==> src/rtl/cordic_arbiter.sv <==
// rtl/cordic_arbiter.sv - round-robin sharing of one iterative cordic engine between N requesters
module cordic_arbiter #(
    parameter int N          = 4,
    parameter int ID_W       = 2,
    parameter int ENG_CYCLES = 33
) (
    input  logic              clock,
    input  logic              reset,
    input  logic [N-1:0]      req_valid,
    input  logic [32*N-1:0]   req_angle,
    output logic [N-1:0]      req_ready,
    output logic              eng_start,
    output logic [31:0]       eng_angle,
    input  logic [31:0]       eng_cos,
    input  logic [31:0]       eng_sin,
    output logic              rsp_valid,
    input  logic              rsp_ready,
    output logic [ID_W-1:0]   rsp_id,
    output logic [31:0]       rsp_cos,
    output logic [31:0]       rsp_sin,
    output logic              busy
);

    typedef enum logic [1:0] {
        S_IDLE,
        S_START,
        S_WAIT,
        S_RESP
    } state_t;

    // The engine has no done flag; its outputs are final ENG_CYCLES after the
    // start cycle, so the capture edge closes the WAIT cycle where the count reaches this.
    localparam logic [5:0] CAP_CNT = 6'(ENG_CYCLES);

    state_t          state, state_nxt;
    logic [ID_W-1:0] rr_ptr;
    logic [5:0]      wait_cnt;
    logic            grant_found;
    logic [ID_W-1:0] grant;
    logic [ID_W:0]   search_idx;
    logic [ID_W:0]   ptr_inc;
    logic [31:0]     grant_angle;

    // Rotating priority search: first valid requester at or after rr_ptr.
    always_comb begin
        grant_found = 1'b0;
        grant       = '0;
        search_idx  = '0;
        for (int k = 0; k < N; k++) begin
            search_idx = {1'b0, rr_ptr} + (ID_W+1)'(k);
            if (search_idx >= (ID_W+1)'(N)) begin
                search_idx = search_idx - (ID_W+1)'(N);
            end
            for (int j = 0; j < N; j++) begin
                if (!grant_found && search_idx == (ID_W+1)'(j) && req_valid[j]) begin
                    grant_found = 1'b1;
                    grant       = ID_W'(j);
                end
            end
        end
    end

    always_comb begin
        grant_angle = '0;
        for (int j = 0; j < N; j++) begin
            if (grant == ID_W'(j)) begin
                grant_angle = req_angle[32*j +: 32];
            end
        end
    end

    assign ptr_inc = {1'b0, grant} + (ID_W+1)'(1);

    always_comb begin
        state_nxt = state;
        req_ready = '0;
        eng_start = 1'b0;
        rsp_valid = 1'b0;
        busy      = 1'b1;
        unique case (state)
            S_IDLE: begin
                busy = 1'b0;
                if (grant_found && !reset) begin
                    req_ready = N'(1) << grant;
                    state_nxt = S_START;
                end
            end
            S_START: begin
                eng_start = 1'b1;
                state_nxt = S_WAIT;
            end
            S_WAIT: begin
                if (wait_cnt == CAP_CNT) begin
                    state_nxt = S_RESP;
                end
            end
            S_RESP: begin
                rsp_valid = 1'b1;
                if (rsp_ready) begin
                    state_nxt = S_IDLE;
                end
            end
            default: state_nxt = S_IDLE;
        endcase
    end

    always_ff @(posedge clock) begin
        if (reset) begin
            state     <= S_IDLE;
            rr_ptr    <= '0;
            wait_cnt  <= '0;
            eng_angle <= '0;
            rsp_id    <= '0;
            rsp_cos   <= '0;
            rsp_sin   <= '0;
        end else begin
            state <= state_nxt;
            unique case (state)
                S_IDLE: begin
                    if (state_nxt == S_START) begin
                        eng_angle <= grant_angle;
                        rsp_id    <= grant;
                        rr_ptr    <= (ptr_inc >= (ID_W+1)'(N)) ? '0 : ptr_inc[ID_W-1:0];
                    end
                end
                S_START: wait_cnt <= 6'd1;
                S_WAIT: begin
                    wait_cnt <= wait_cnt + 6'd1;
                    if (wait_cnt == CAP_CNT) begin
                        rsp_cos <= eng_cos;
                        rsp_sin <= eng_sin;
                    end
                end
                default: ;
            endcase
        end
    end

endmodule

==> config.mk <==
export PLATFORM = sky130hd
export DESIGN_NAME = cordic_arbiter
export DESIGN_NICKNAME = d
export VERILOG_FILES = /design/src/rtl/cordic_arbiter.sv
export SDC_FILE = /design/constraint.sdc
export NUM_CORES = 1
export LEC_CHECK = 0
export ABC_AREA = 1
export CAP_MARGIN = 20
export CORE_AREA = 2 2 117 119
export DETAILED_ROUTE_END_ITERATION = 6
export DIE_AREA = 0 0 119 121
export GPL_TIMING_DRIVEN = 0
export PLACE_DENSITY = 0.85
export SETUP_SLACK_MARGIN = 0.4
export SLEW_MARGIN = 20
export SYNTH_ARGS = -nofsm -noshare
export SYNTH_HDL_FRONTEND = slang
export SYNTH_SLANG_ARGS = --single-unit
==> constraint.sdc <==
create_clock -name clock -period 7.01 [get_ports clock]
set_clock_uncertainty 0.2 [all_clocks]
set_input_delay 1.0515 -clock clock [delete_from_list [all_inputs] [get_ports clock]]
set_output_delay 1.0515 -clock clock [all_outputs]
set_load 0.05 [all_outputs]
==> impl_metrics.tcl, run 1 <==
set metrics [dict create \
    seq_area_sq_um 2162 \
    grt.total_usage_pct 29.36 \
    antenna_left 0 \
    synth_most_common_cell "nand2_1" \
    synth_top_area_share_pct 39.94 \
    power_density_nw_per_um2 296.1 \
    dpl-instance-area_sq_um 8667 \
    dp_cells 1292 \
    power_mw 2.661 \
    synth_top_area_cell "dfxtp_1" \
    p_int_mw 1.482 \
    relSlewSlack_pct 55.47 \
    comb_power_share_pct 52.4 \
    cts.sinks 108 \
    synth-edff-count 0 \
    core_sq_um 13090 \
    area_delta_synth_final_pct 66.00 \
    grt_pass1_vias 6475 \
    hold_viol 0 \
    final-instance-count-excl-fill 1309 \
    layout.nets 1336 \
    fillers 1129 \
    hp-class "reg -> reg" \
    synth.area.top_cells "dfxtp_1, o21ai_0, nand2_1" \
    grt_antenna_before_repair 0 \
    tritoncts "done" \
    multi_input_area_sq_um 2681 \
    p_leak_nw 3.557 \
    final_area_sq_um 8987 \
    finalWirelength_microns 21420 \
    ys_warn_count 0 \
    cts_made_buffers 9 \
    routedWlPerCell_microns 16.36 \
    port_buffers 303 \
    critical_path.max_fanout 10 \
    firstDrtPassIters 4 \
    clk_path_buf_depth 2 \
    finalCritPeriodShare_pct 88.94 \
    use_met3_pct 7.707 \
    drc 0 \
    drtIter0Drc 322 \
    arrival_ns 4.98 \
    regToRegSetupSlack_ns 2.89 \
    die-area_sq_um 14400 \
    fin_crit_ns 6.234 \
    post_cts_buffers 0 \
    die_x_microns 119 \
    initial_utilization_pct 41.38 \
    p_sw_mw 1.180 \
    slew_violations 0 \
    ys_types 26 \
    ios 304 \
    place.gp.congestion 0.9172 \
    clk_transition_reported_paths_ns 0.07 \
    outcome "completed" \
    gr-usage-met2_pct 54.20 \
    syn_area_per_cell_sq_um 6.659 \
    clk_latency_ns 0.36 \
    ys_top_cells_by_count "nand2_1, o21ai_0, dfxtp_1" \
    synthCells 813 \
    layout-drive-gt1-share_pct 3.975 \
    tightestPinTransition_ns 0.6680 \
    whs_ns 0.2464 \
    cp-end-kind "output port" \
    synth_area_sq_um 5414 \
    synthArstFlopShare_pct 0 \
    rows 42 \
    seq_area_frac_synth_pct 39.94 \
    met1_usage_pct 32.24 \
    syn_nets 1022 \
    grt_pass1_wl_microns 33290 \
    worst_hold_path.num_cells 2 \
    ctsRootBufferMaster "clkbuf_16" \
    setup_tns_ns 0 \
    htreeDepth 3 \
    via_count 6553 \
    fmax_mhz 160.4 \
    grt_max_degree 19 \
    drv_cap 0 \
    required_ns 5.76 \
    vdd_drop_max_v 0.0001809 \
    top_usage_layer "met2" \
    dp_hpwl_microns 16670 \
    power_frac_seq_pct 27.0 \
    reg2reg_depth 23 \
    ys_ff_latch 108 \
    path_class "in -> out" \
    critPathLaunchType "input port" \
    pwr-share-clk_pct 20.6 \
    p_sw_share_pct 44.32 \
    synth_ff_type "dfxtp_1" \
    rsz0062_at_grt "false" \
    overflow 0 \
    via_per_inst 5.006 \
    finalSetupViolCount 0 \
    die_h_microns 121 \
]
==> layout by cell type (no fill, tap or decap), drive strengths merged <==
cell type      instances
clkdlybuf4s50        303
nand2                162
o21ai                133
dfxtp                108
a21oi                102
inv                   93
nor2                  85
clkbuf                57
nand3                 42
buf                   11
ha                    10
nor3                  10
nor4                   5
nor3b                  3
nand4                  3
diode                  1
o211ai                 1
o31ai                  1
a31oi                  1
clkinv                 1
bufinv                 1
==> metal layers <==
layer / share of wire (%) / vias up
met2: 51 / 263
met1: 38 / 2997
met4: 2.7 / 0
met3: 8.1 / 36
li1: - / 3257
met5: 0 / -
==> flip-flops by register name (all words and copies together), names as in the netlist <==
name / count
eng_angle: 32
rsp_sin: 32
state: 2
rr_ptr: 2
rsp_cos: 32
wait_cnt: 6
rsp_id: 2
==> through the flow <==
stage	setup WS (ns)	utilization, %
floorplan	1.883	-
global placement	0.8383	66.24
detailed placement	0.7661	66.24
CTS	0.7382	68.66
global route	0.4035	68.67
finish	0.7756	68.68
==> worst max-delay path, cell delays in order <==
cell	delay, ns
clkdlybuf4s50_1	0.51
nand3_1	0.12
nand2_1	0.09
inv_1	0.08
nand4_4	0.10
nor3_4	0.06
nand2_1	0.06
nor2_1	0.04
nor4_1	0.23
nor3b_1	0.48
ha_1	0.24
clkbuf_1	0.27
inv_1	0.18
buf_1	0.34
nor3_1	0.29
clkdlybuf4s50_1	0.84
==> cell type report <==
type	count	share of cell area [%]
clock inverters	5	0.7100
multi-input cells	558	29.83
inverters	90	3.759
clock buffers	11	2.812
repair buffers	303	33.75
diodes	1	0.02784
flip-flops and latches	108	24.06
plain buffers	57	2.603
well taps	176	2.450
==> worst paths after layout <==
check	start	endpoint
max	req_valid[3]	req_ready[1]
min	rsp_cos[1]	rsp_cos[1]
max reg2reg	rr_ptr[1]	eng_angle[23]
min reg2reg	rsp_cos[1]	rsp_cos[1]
==> power groups by stage <==
stage / Sequential [mW] / Combinational (mW) / Clock [mW]
after CTS: 0.719 / 1.39 / 0.551
after floorplan: 0.931 / 0.719 / 0
after global routing: 0.727 / 1.55 / 0.577
after global placement: 0.730 / 1.37 / 0
final: 0.720 / 1.39 / 0.548
after detailed placement: 0.733 / 1.38 / 0
==> kinds of logic (layout without fill, tap and decap cells) <==
group	after synthesis	in the layout	synth area share [%]
buffers and inverters	147	466	10.54
AOI/OAI and AO/OA	238	238	22.12
and+or+nand+nor	310	310	25.10
adders and majority gates	10	10	2.311
other	0	1	0
DFF	108	108	39.94
==> repair_timing <==
| action | in CTS | in global routing |
|---|---|---|
| setup endpoints to repair | 0 | 1 |
| resized for setup | 0 | 2 |
| hold buffers | 0 | 0 |
Note: power is estimated with default switching activity, not from simulation.
==> inputs of run 2 (changes only) <==
GPL_ROUTABILITY_DRIVEN = 1   (was unset)
==> results of run 2 <==
Same layout as run 1: the final DEF is identical, and so are final timing and power.
==> inputs of run 3 (changes only) <==
CORE_AREA = unset   (was 2 2 117 119)
CORE_ASPECT_RATIO = 1.4   (was unset)
CORE_UTILIZATION = 35   (was unset)
DIE_AREA = unset   (was 0 0 119 121)
PLACE_DENSITY = 0.77   (was 0.85)
clock period = 5.25 ns   (was 7.01 ns; I/O delays follow)
==> run 3 against run 2 <==
Register-to-register slack lost 1.4 ns. Design area grew 0.54%. Final cell count grew 1.1%. Routed wire length shrank 3.9%. First-iteration DRC count shrank 29%. Sequential power grew 34%. Critical path type unchanged. Highest routed layer unchanged.
==> impl_metrics.tcl, run 3 (same netlist as run 1, synthesis figures left out) <==
set metrics [dict create \
    rr_startpoint "rr_ptr[1]" \
    regToRegSetupSlack_ns 1.50 \
    tritoncts "done" \
    finalSetupViolCount 0 \
    power_density_nw_per_um2 389.7 \
    crit_buf_inv 7 \
    required_ns 4.26 \
    dp_hpwl_microns 16390 \
    firstDrtPassIters 4 \
    topRoutingLayerUsed "met4" \
    area_delta_synth_final_pct 66.91 \
    reg2reg_depth 23 \
    diodes 0 \
    grt.total_usage_pct 25.45 \
    port_buffers 303 \
    layout.nets 1336 \
    die_h_microns 149.2 \
    cp-startpoint "req_valid[2]" \
    routedWlPerCell_microns 15.55 \
    tightestPinTransition_ns 0.6548 \
    cp.depth 18 \
    slew_violations 0 \
    p_leak_nw 3.576 \
    initial_utilization_pct 35.97 \
    overflow 0 \
    fin_ws_ns 0.5718 \
    whs_ns 0.2457 \
    cp-endpoint "req_ready[2]" \
    cts_made_buffers 9 \
    clk_transition_reported_paths_ns 0.08 \
    cts.sinks 108 \
    finalWirelength_microns 20580 \
    post_cts_buffers 0 \
    critical_path.max_fanout 10 \
    dp_slack_ns -0.3412 \
    critPathLaunchType "input port" \
    core_sq_um 15050 \
    fin_crit_ns 4.678 \
    antenna_left 0 \
    final_cell_mix "clkdlybuf4s50_1, nand2_1, o21ai_0, dfxtp_1, a21oi_1" \
    ctsRootBufferMaster "clkbuf_16" \
    via_per_inst 4.866 \
    finalCritPeriodShare_pct 89.11 \
    wl_met1_microns 6986 \
    place.gp.congestion 0.8792 \
    htreeDepth 3 \
    ctsHoldBuffers 0 \
    grt_pass1_wl_microns 31650 \
    worst_hold_path.num_cells 2 \
    power_mw 3.521 \
    cpPeakStageDelay_ns 0.48 \
    grt_antenna_before_repair 0 \
    vdd_drop_max_v 0.0002237 \
    drv_cap 0 \
    layout-drive-gt1-share_pct 5.300 \
    via_count 6442 \
    clk_path_buf_depth 2 \
    fmax_mhz 213.8 \
    top_regs "eng_angle (32), rsp_cos (32), rsp_sin (32)" \
    drc 0 \
    final_common_cell "clkdlybuf4s50_1" \
    die_x_microns 107.1 \
    relSlewSlack_pct 56.34 \
    cp_top_family "buffers and inverters" \
    ios 304 \
    drtIter0Drc 229 \
    hold_viol 0 \
    crit_chain "clkdlybuf4s50_1 -> nand3_1 -> nand2_1 -> inv_1 -> nand4_4 -> nor3_4 -> nand4_4 -> nor2_4 -> nand3_1 -> nor2_4 -> nor3b_4 -> inv_1 -> ha_1 -> clkbuf_2 -> inv_1 -> buf_2 -> nor3_1 -> buf_4" \
    rsz0062_at_grt "true" \
    hp-class "reg -> reg" \
    path_class "in -> out" \
    die-area_sq_um 15980 \
    outcome "completed" \
    arrival_ns 3.69 \
    grt_pass1_vias 6319 \
    cp_common_cell "inv_1" \
    met3_length_microns 2260 \
    cpMaxStageDelayCell "clkdlybuf4s50_1" \
    wl_met2_microns 10580 \
    clk_latency_ns 0.34 \
    cp-end-kind "output port" \
    rows 53 \
    rr_endpoint "eng_angle[22]" \
    grt_max_degree 21 \
]
[run 3: cell count changes in the layout (fill, tap and decap cells not counted), moves of 3 or more]
cell | previous run | this run
clkbuf_1 | 45 | 40
clkdlybuf4s50_1 | 303 | 299
buf_4 | 0 | 3
clkbuf_4 | 0 | 3
[run 3: power breakdown]
| group | total [mW] | leakage, nW | switching [mW] | internal (mW) |
|---|---|---|---|---|
| logic | 1.88 | 2.55 | 1.19 | 0.690 |
| registers | 0.963 | 0.879 | 0.0584 | 0.905 |
| clock network | 0.679 | 0.144 | 0.341 | 0.337 |
| total | 3.52 | 3.58 | 1.59 | 1.93 |
[run 3: layout make-up]
cell class	count	area, sq um
flip-flops and latches	108	2162
multi-input cells	558	2723
plain buffers	57	250.2
inverters	90	337.8
clock buffers	10	229.0
clock inverters	6	67.56
fillers	1401	6017
repair buffers	303	3027
well taps	192	240.2
[run 3: metal layers]
layer | global-route usage, % | vias to the layer above
li1 | - | 3256
met2 | 48.19 | 300
met5 | 0 | -
met3 | 9.655 | 45
met4 | 10.96 | 0
met1 | 24.01 | 2841
[run 3: worst min path at each step]
stage,startpoint,to
2_1_floorplan,wait_cnt[1],wait_cnt[1]
3_3_place_gp,rsp_cos[6],rsp_cos[6]
3_5_place_dp,rsp_cos[6],rsp_cos[6]
4_1_cts,rsp_cos[6],rsp_cos[6]
5_1_grt,rsp_cos[12],rsp_cos[12]
6_report,rsp_cos[6],rsp_cos[6]
[run 3: metrics by stage]
step / util, % / std cells / setup TNS [ns] / area, sq um
global route: 60.03 / 1324 / 0 / 9036
detailed placement: 57.71 / 1308 / -1.036 / 8687
floorplan: - / 813 / 0 / 5414
CTS: 59.72 / 1324 / 0 / 8990
global placement: 57.71 / 1308 / -1.013 / 8687
finish: 60.03 / 1324 / 0 / 9036
[run 3: worst reg2reg max path: stages, from the launching register on]
cell      delay [ns]
dfxtp_1         0.46
inv_1           0.13
nand2_2         0.10
inv_2           0.05
nand2_2         0.08
nand4_4         0.14
nor3_4          0.20
nand4_4         0.14
nor2_4          0.13
nand3_1         0.12
nor2_4          0.15
nor2_2          0.09
inv_1           0.08
ha_1            0.14
clkbuf_2        0.18
clkbuf_1        0.48
a21oi_1         0.24
nand2_1         0.13
o21ai_0         0.09
nand2_1         0.07
o21ai_0         0.08
nand2_1         0.08
nand2_1         0.05
nor2_1          0.09
[run 3: repair_timing]
| action | 4_1_cts | 5_1_grt |
|---|---|---|
| setup endpoints to repair | 4 | 4 |
| resized for setup | 26 | 26 |
| hold endpoints to repair | 0 | 0 |
